**config.mk**
```make
export PLATFORM = sky130hd
export DESIGN_NAME = clk_enable_gen
export DESIGN_NICKNAME = d
export VERILOG_FILES = /design/src/rtl/clk_enable_gen.sv
export SDC_FILE = /design/constraint.sdc
export NUM_CORES = 1
export LEC_CHECK = 0
export CAP_MARGIN = 20
export CORE_AREA = 2 2 140 142
export DETAILED_ROUTE_END_ITERATION = 8
export DIE_AREA = 0 0 142 144
export DONT_BUFFER_PORTS = 1
export PLACE_DENSITY = 0.78
export RECOVER_POWER = 25
export REMOVE_ABC_BUFFERS = 1
export SETUP_SLACK_MARGIN = 0.1
export SYNTH_ARGS = -nofsm -noshare
export SYNTH_HDL_FRONTEND = slang
export SYNTH_SLANG_ARGS = --single-unit
```
**constraint.sdc**
```tcl
create_clock -name clk -period 4.5 [get_ports clk]
set_clock_uncertainty 0.05 [all_clocks]
set_input_delay 0.45 -clock clk [delete_from_list [all_inputs] [get_ports clk]]
set_output_delay 0.45 -clock clk [all_outputs]
set_load 0.02 [all_outputs]
```
**src/rtl/clk_enable_gen.sv**
```systemverilog
// clk_enable_gen: qualifies raw PLL lock, then drives NCH programmable clock-enable strobes and 50% toggle outputs.
//
// Ports:
//   clk             fabric clock (CCC GL0)
//   rst             synchronous reset, active high
//   pll_lock_i      raw CCC LOCK, asynchronous to clk
//   locked_o        qualified lock, registered (state == LOCKED)
//   div_wr_i        divisor write strobe, one cycle
//   div_ch_i        channel being written (values >= NCH are acked and ignored)
//   div_val_i       new divisor (0 and 1 both mean "every cycle")
//   div_ack_o       write accepted, one cycle after div_wr_i
//   ce_o            one-cycle clock-enable strobes, one per channel
//   sq_o            square outputs, toggle on each ce
//   lockloss_cnt_o  saturating LOCKED->UNLOCKED count when CLKGEN_LOCKLOSS_CNT_EN
//                   is defined, otherwise tied to zero
//
// Optional feature macro: CLKGEN_LOCKLOSS_CNT_EN
module clk_enable_gen #(
  parameter int NCH       = 4,
  parameter int CH_W      = 2,
  parameter int DIV_W     = 16,
  parameter int DIV_RST   = 2,
  parameter int LOCK_QUAL = 1024
) (
  input  logic             clk,
  input  logic             rst,
  input  logic             pll_lock_i,
  output logic             locked_o,
  input  logic             div_wr_i,
  input  logic [CH_W-1:0]  div_ch_i,
  input  logic [DIV_W-1:0] div_val_i,
  output logic             div_ack_o,
  output logic [NCH-1:0]   ce_o,
  output logic [NCH-1:0]   sq_o,
  output logic [7:0]       lockloss_cnt_o
);
  localparam int QW = $clog2(LOCK_QUAL);
  typedef enum logic [1:0] {UNLOCKED, QUALIFY, LOCKED} state_t;
  state_t state, state_nx;
  logic [QW-1:0] qcnt, qcnt_nx;
  logic lk_m, lk_s;
  always_ff @(posedge clk) begin
    if (rst) begin
      lk_m      <= 1'b0;
      lk_s      <= 1'b0;
      state     <= UNLOCKED;
      qcnt      <= '0;
      locked_o  <= 1'b0;
      div_ack_o <= 1'b0;
    end else begin
      lk_m      <= pll_lock_i;
      lk_s      <= lk_m;
      state     <= state_nx;
      qcnt      <= qcnt_nx;
      locked_o  <= state == LOCKED;
      div_ack_o <= div_wr_i;
    end
  end
  // The cycle that leaves UNLOCKED already saw lk_s high, so it counts as
  // the first qualifying cycle and qcnt starts at 1.
  always_comb begin
    state_nx = state;
    qcnt_nx  = '0;
    case (state)
      UNLOCKED: begin
        state_nx = lk_s ? QUALIFY : UNLOCKED;
        qcnt_nx  = lk_s ? QW'(1) : '0;
      end
      QUALIFY: begin
        state_nx = !lk_s ? UNLOCKED : qcnt == QW'(LOCK_QUAL - 1) ? LOCKED : QUALIFY;
        qcnt_nx  = (lk_s && qcnt != QW'(LOCK_QUAL - 1)) ? qcnt + 1'b1 : '0;
      end
      LOCKED:  state_nx = lk_s ? LOCKED : UNLOCKED;
      default: state_nx = UNLOCKED;
    endcase
  end
`ifdef CLKGEN_LOCKLOSS_CNT_EN
  logic [7:0] ll_cnt;
  always_ff @(posedge clk) begin
    if (rst)
      ll_cnt <= '0;
    else if (state == LOCKED && state_nx == UNLOCKED && ll_cnt != 8'hff)
      ll_cnt <= ll_cnt + 1'b1;
  end
  assign lockloss_cnt_o = ll_cnt;
`else
  assign lockloss_cnt_o = 8'h00;
`endif
  for (genvar i = 0; i < NCH; i++) begin : g_ch
    logic [DIV_W-1:0] cnt, div, pend;
    logic pf, ce, sq, hit, term;
    assign hit  = div_wr_i && div_ch_i == CH_W'(i);
    assign term = locked_o && (div <= DIV_W'(1) || cnt == div - 1'b1);
    // A write landing on the terminal cycle bypasses pend; otherwise pend is
    // adopted at the next terminal count, or at once while unlocked.
    always_ff @(posedge clk) begin
      if (rst) begin
        cnt  <= '0;
        div  <= DIV_W'(DIV_RST);
        pend <= '0;
        pf   <= 1'b0;
        ce   <= 1'b0;
        sq   <= 1'b0;
      end else begin
        cnt <= (!locked_o || term) ? '0 : cnt + 1'b1;
        ce  <= term;
        sq  <= locked_o && (sq ^ term);
        if (hit && term) begin
          div <= div_val_i;
          pf  <= 1'b0;
        end else if (hit) begin
          pend <= div_val_i;
          pf   <= 1'b1;
        end else if (pf && (!locked_o || term)) begin
          div <= pend;
          pf  <= 1'b0;
        end
      end
    end
    assign ce_o[i] = ce;
    assign sq_o[i] = sq;
  end
endmodule
```
**Yosys cells after proc, flatten, opt, wreduce, memory -nomap -nowiden**

Cells that the tools add are included.

- Add/sub/neg operators: 9
- Bitwise operators: 8
- Mux-type cells: 28
- Equality and inequality tests: 15
- Reduce and logical (&&, ||, !) cells: 56
- Magnitude comparators: 4

Operators by type and width:

| operator | count |
|---|---|
| $mux W16 | 12 |
| $add A16 B1 Y16 const B | 4 |
| $eq A16 B16 Y1 | 4 |
| $le A16 B1 Y1 const B | 4 |
| $sub A16 B1 Y16 const B | 4 |
| $logic_and A1 B1 Y1 | 21 |
| $pmux W10 S2 | 1 |
| $reduce_and A2 Y1 | 8 |
| $reduce_bool A2 Y1 | 8 |
| $reduce_or A2 Y1 | 8 |
| $add A10 B1 Y10 const B | 1 |
| $eq A10 B10 Y1 const B | 1 |
| $mux W1 | 10 |
| $mux W10 | 1 |
| $ne A10 B10 Y1 const B | 1 |
| $logic_or A1 B1 Y1 | 8 |
| $ne A2 B1 Y1 const B | 4 |
| $eq A2 B2 Y1 const B | 3 |
| $mux W2 | 3 |
| $pmux W2 S3 | 1 |
| $eq A2 B1 Y1 const B | 2 |
| $logic_not A2 Y1 | 2 |
| $not A1 Y1 | 4 |
| $xor A1 B1 Y1 | 4 |
| $logic_not A1 Y1 | 1 |

- Bits in registers: 220
- Input port bits: 22
- Logic and storage cells: 150
- Output and inout port bits: 18

**Depth between registers and ports, before layout**

- Word-level depth: 9
- Gate-level depth with buffers: 13
- Depth with buffers taken out: 10

**Worst setup path after synthesis**

OpenSTA, ideal clock, no wires.

- Kind: register to register
- Start: reg g_ch[0].div[0]
- End: reg g_ch[0].div[10]
- Path buffers: 2
- Library setup time: 133 ps
- Stages on the path, launching flop included: 13
- Slack: 1290 ps
- Clock period less this slack: 3210 ps
- Arrival time: 3028 ps
- Required time: 4317 ps
- Cells stage by stage: dfxtp_1 -> clkbuf_1 -> inv_1 -> ha_1 -> nor3b_1 -> and4_1 -> xor2_1 -> o2111ai_1 -> nor4_2 -> o211ai_2 -> buf_2 -> mux2i_1 -> a21oi_1

- Longest elaborated chain between the ends: 8
- Elaborated cells between the ends (all ways): 12
- Classes of those cells: add/sub: 1; order compare: 1; eq/ne: 2; mux: 1; reduce/logical: 7

RTL lines:

| element | RTL line | text |
|---|---|---|
| start, declared | 90 | `logic [DIV_W-1:0] cnt, div, pend;` |
| start signal, assigned | 99 | `div <= DIV_W'(DIV_RST);` |
| start signal, assigned | 109 | `div <= div_val_i;` |
| start signal, assigned | 115 | `div <= pend;` |
| $sub A16 B1 Y16 | 93 | `assign term = locked_o && (div <= DIV_W'(1) \|\| cnt == div - 1'b1);` |
| $eq A16 B16 Y1 | 93 |  |
| $logic_or A1 B1 Y1 (*) | 93 |  |
| $logic_and A1 B1 Y1 (*) | 93 |  |
| $logic_or A1 B1 Y1 | 114 | `end else if (pf && (!locked_o \|\| term)) begin` |
| $logic_and A1 B1 Y1 | 114 |  |
| $reduce_bool A2 Y1 (no source line) | - |  |
| $reduce_and A2 Y1 (no source line) | - |  |

Every way passes the cells marked *; elsewhere a longest branch is shown, timed or not.
A chain may end at the register's enable or synchronous reset.

**Final worst setup path**

- Start: reg g_ch[1].div[2]
- End: reg g_ch[1].div[2]

- Longest elaborated chain between the ends: 8
- Elaborated cells between the ends (all ways): 12
- Classes of those cells: add/sub: 1; order compare: 1; eq/ne: 2; mux: 1; reduce/logical: 7

RTL lines:

| element | RTL line |
|---|---|
| start, declared | 90 |
| start signal, assigned | 99 |
| start signal, assigned | 109 |
| start signal, assigned | 115 |
| $sub A16 B1 Y16 | 93 |
| $eq A16 B16 Y1 | 93 |
| $logic_or A1 B1 Y1 (*) | 93 |
| $logic_and A1 B1 Y1 (*) | 93 |
| $logic_or A1 B1 Y1 | 114 |
| $logic_and A1 B1 Y1 | 114 |
| $reduce_bool A2 Y1 (no source line) | - |
| $reduce_and A2 Y1 (no source line) | - |

Marked as above.

==> out/summary.txt <==
post-synthesis cell type count: 71
NumNets Final: 1349
WL met3: 1715 um
HP Start: div_val_i[10]
Cells after Synth: 1369
VDD IR-drop max: 0.3158 mV
RR Startpoint: g_ch[1].div[2]$_SDFFE_PP0P_
Die Wd: 142 um
Clk pin slew, worst setup/hold paths: 0.06 ns
mean routed wirelength per cell: 17.74 um
top cell type's share of synthesized area: 0.3768
post-layout min period: 4.068 ns
leak pwr: 4.535 nW
setup total negative slack: 0 ns
initial antenna violation count: 0
post-DP HPWL: 18100 um
Power per Cell Area: 353.6 nW/um2
Worst Setup SP: g_ch[1].div[2]$_SDFFE_PP0P_
Syn Area/Cell: 8.538 um2
WP data required: 4.87 ns
clock tree buffer depth: 3
Initial Util: 0.6126
die area: 20450 um2
1st-pass router iterations: 5
EDFF count, synth: 0
largest net degree at the start of global routing: 71
placed instance count: 1516
yosys synthesis warning count: 0
status: finished clean
largest cells by area after synthesis: dfxtp_1, mux2i_1, xnor2_1
1st-iter DRT viols: 521
via count: 9597
WS Path Type: reg -> reg
Yosys top cell by area: dfxtp_1
HP Class: in -> reg
share of cells above drive strength 1: 0.06316
worst path arrival time: 4.44 ns
row cnt: 51
CTS tree: yes
core area: 19080 um2
Final Setup Violations: 0
asr flop ratio synth: 0
Clock Latency Late Sink: 0.54 ns
Worst Slack Setup Final: 0.4323 ns
clk sinks: 220
chip height: 144 um
DR top layer: met4
IO Pins: 40
GRT Residual Overflow: 0
vias in the first global route: 9241
first-pass GRT wire length: 46620 um
Register Area: 4404 um2
CTS-repair resized insts: 0
f_max: 0.2458 GHz
Primary FF master, synth: dfxtp_1
CTS Buf Count: 24
H-tree level count: 1
number of diodes: 0
CP Launch Type: flip-flop
wl on met1: 12080 um
critical-path maximum fanout: 16
max-cap check violation count: 0
Seq cells post-synth: 220
port bufs: 0
worst-margin pin slew: 1.203 ns
footprint of the multi-input gates: 6625 um2
via density per instance: 6.121
FILL cells: 1582
Routed Antenna Nets: 0
DRC Markers: 0
CP Capture Type: flip-flop
Place WS: 0.7494 ns
met2 wire len: 13020 um
RSZ-0062 raised after global routing: false
Final period util: 0.9039
clk root buf: clkbuf_16
GPL Wtd Cong: 0.9109
Post-Syn Area: 11690 um2
Layout Area Growth over Synthesis: 7.001%
Worst slew margin: 0.1924
GRT Util Overall: 0.2790
final wirelength: 27820 um
non-filler cells, final: 1568
Util after Layout: 0.6555
Slew Viols, Final: 0
Seq/Total Area, Yosys: 0.3768
final hold viol count: 0
## per-layer routing
| layer | vias up | track usage |
|---|---|---|
| met5 | - | 0 |
| met2 | 253 | 0.4661 |
| li1 | 4730 | - |
| met4 | 0 | 0.1053 |
| met1 | 4542 | 0.3598 |
| met3 | 72 | 0.05298 |
## cell families after synthesis
logic type / synth area share
other cells: 0.0003208
flops: 0.3768
xor+xnor: 0.1101
fa+ha+maj: 0.01477
buf+inv: 0.05834
mux: 0.08392
compound gates: 0.1579
simple gates: 0.1978
## per-stage QoR
step	total power (W)	instance area, um2	hold WS, ns
3_3_place_gp	0.002414	11590	0.3917
2_1_floorplan	0.002349	11180	0.3638
4_1_cts	0.004461	12520	0.0006681
6_report	0.004423	12510	0.01133
5_1_grt	0.004582	12510	0.004238
3_5_place_dp	0.002425	11590	0.3953
## Yosys cell counts, types with 4 or more instances
master / instances
and4_1: 7
nor4_1: 19
a41oi_1: 17
a211oi_1: 35
mux2i_1: 98
nor2_1: 153
xnor2_1: 76
and3_1: 21
o211ai_1: 21
nor3_1: 27
or3_1: 9
or2_2: 4
nand3_1: 76
nand2b_1: 8
nand3b_1: 6
a211o_1: 8
buf_4: 24
and2_1: 6
nand2_1: 73
nor3b_1: 4
xor2_1: 71
o21ai_0: 40
a31oi_1: 10
o21ai_1: 13
dfxtp_1: 220
nand4_1: 14
o21bai_1: 4
buf_2: 14
a21oi_1: 92
clkbuf_1: 68
a211oi_2: 4
ha_1: 13
nor4_2: 6
or4_1: 13
inv_1: 38
## cell type report
cell class              instances  area share
clock buffers                  35     0.05772
clock inverters                 7    0.007903
inverters                      38     0.01140
multi-input cells            1007      0.5297
flip-flops and latches        220      0.3521
well taps                     238     0.02381
repair buffers                 23     0.01731
## cell usage in the layout, fill, tap and decap left out, types with 5 or more instances in the layout
| cell type | n |
|---|---|
| buf_4 | 12 |
| nor4_2 | 6 |
| a31oi_1 | 9 |
| o21ai_0 | 40 |
| nor3_1 | 27 |
| a41oi_1 | 17 |
| o211ai_1 | 21 |
| nand3b_1 | 6 |
| inv_1 | 37 |
| nand4_1 | 14 |
| and2_1 | 5 |
| nor2_1 | 152 |
| or4_1 | 13 |
| nand3_1 | 76 |
| nor4_1 | 19 |
| or3_1 | 9 |
| nand2_1 | 73 |
| clkbuf_8 | 8 |
| o21ai_1 | 14 |
| ha_1 | 13 |
| a211o_1 | 8 |
| and3_1 | 21 |
| xnor2_1 | 76 |
| xor2_1 | 71 |
| dlygate4sd3_1 | 8 |
| a21oi_1 | 92 |
| and4_1 | 7 |
| clkbuf_16 | 24 |
| nand2b_1 | 8 |
| dfxtp_1 | 220 |
| mux2i_1 | 98 |
| conb_1 | 8 |
| a211oi_1 | 35 |
## report_power, final
part           leakage, nW  switching, W  internal [W]
clock                0.404      0.000792       0.00122
combinational         2.35      0.000214      0.000149
sequential            1.78     0.0000512       0.00199
## worst paths after layout
| check | endpoint | slack (ns) | depth (start not counted) |
|---|---|---|---|
| max | g_ch[1].div[2]$_SDFFE_PP0P_ | 0.43 | 8 |
| min | g_ch[2].pend[10]$_SDFFE_PP0P_ | 0.01 | 2 |
| max reg2reg | g_ch[1].div[2]$_SDFFE_PP0P_ | 0.43 | 8 |
| min reg2reg | state[1]$_SDFF_PP0_ | 0.40 | 2 |
## critical path, stage by stage (launching register included)
cell,delay (ns)
dfxtp_1,0.38
or4_1,0.64
or3_1,0.40
o21a_1,0.18
a211o_1,0.28
or3_4,0.37
o21ai_1,0.94
a41oi_1,0.38
a211oi_1,0.35
## state kept, by name, indices dropped and copies added (netlist names), 2 cells and up
register   cells
g_ch.pf        4
g_ch.pend     64
g_ch.div      64
g_ch.ce        4
g_ch.sq        4
qcnt          10
state          2
g_ch.cnt      64
## what timing repair did
item                                   CTS  global route
endpoints found under the hold margin   76             0
buffers inserted                         0             0
hold buffers                             9             0
No activity file was read; power rests on OpenSTA's default activity.
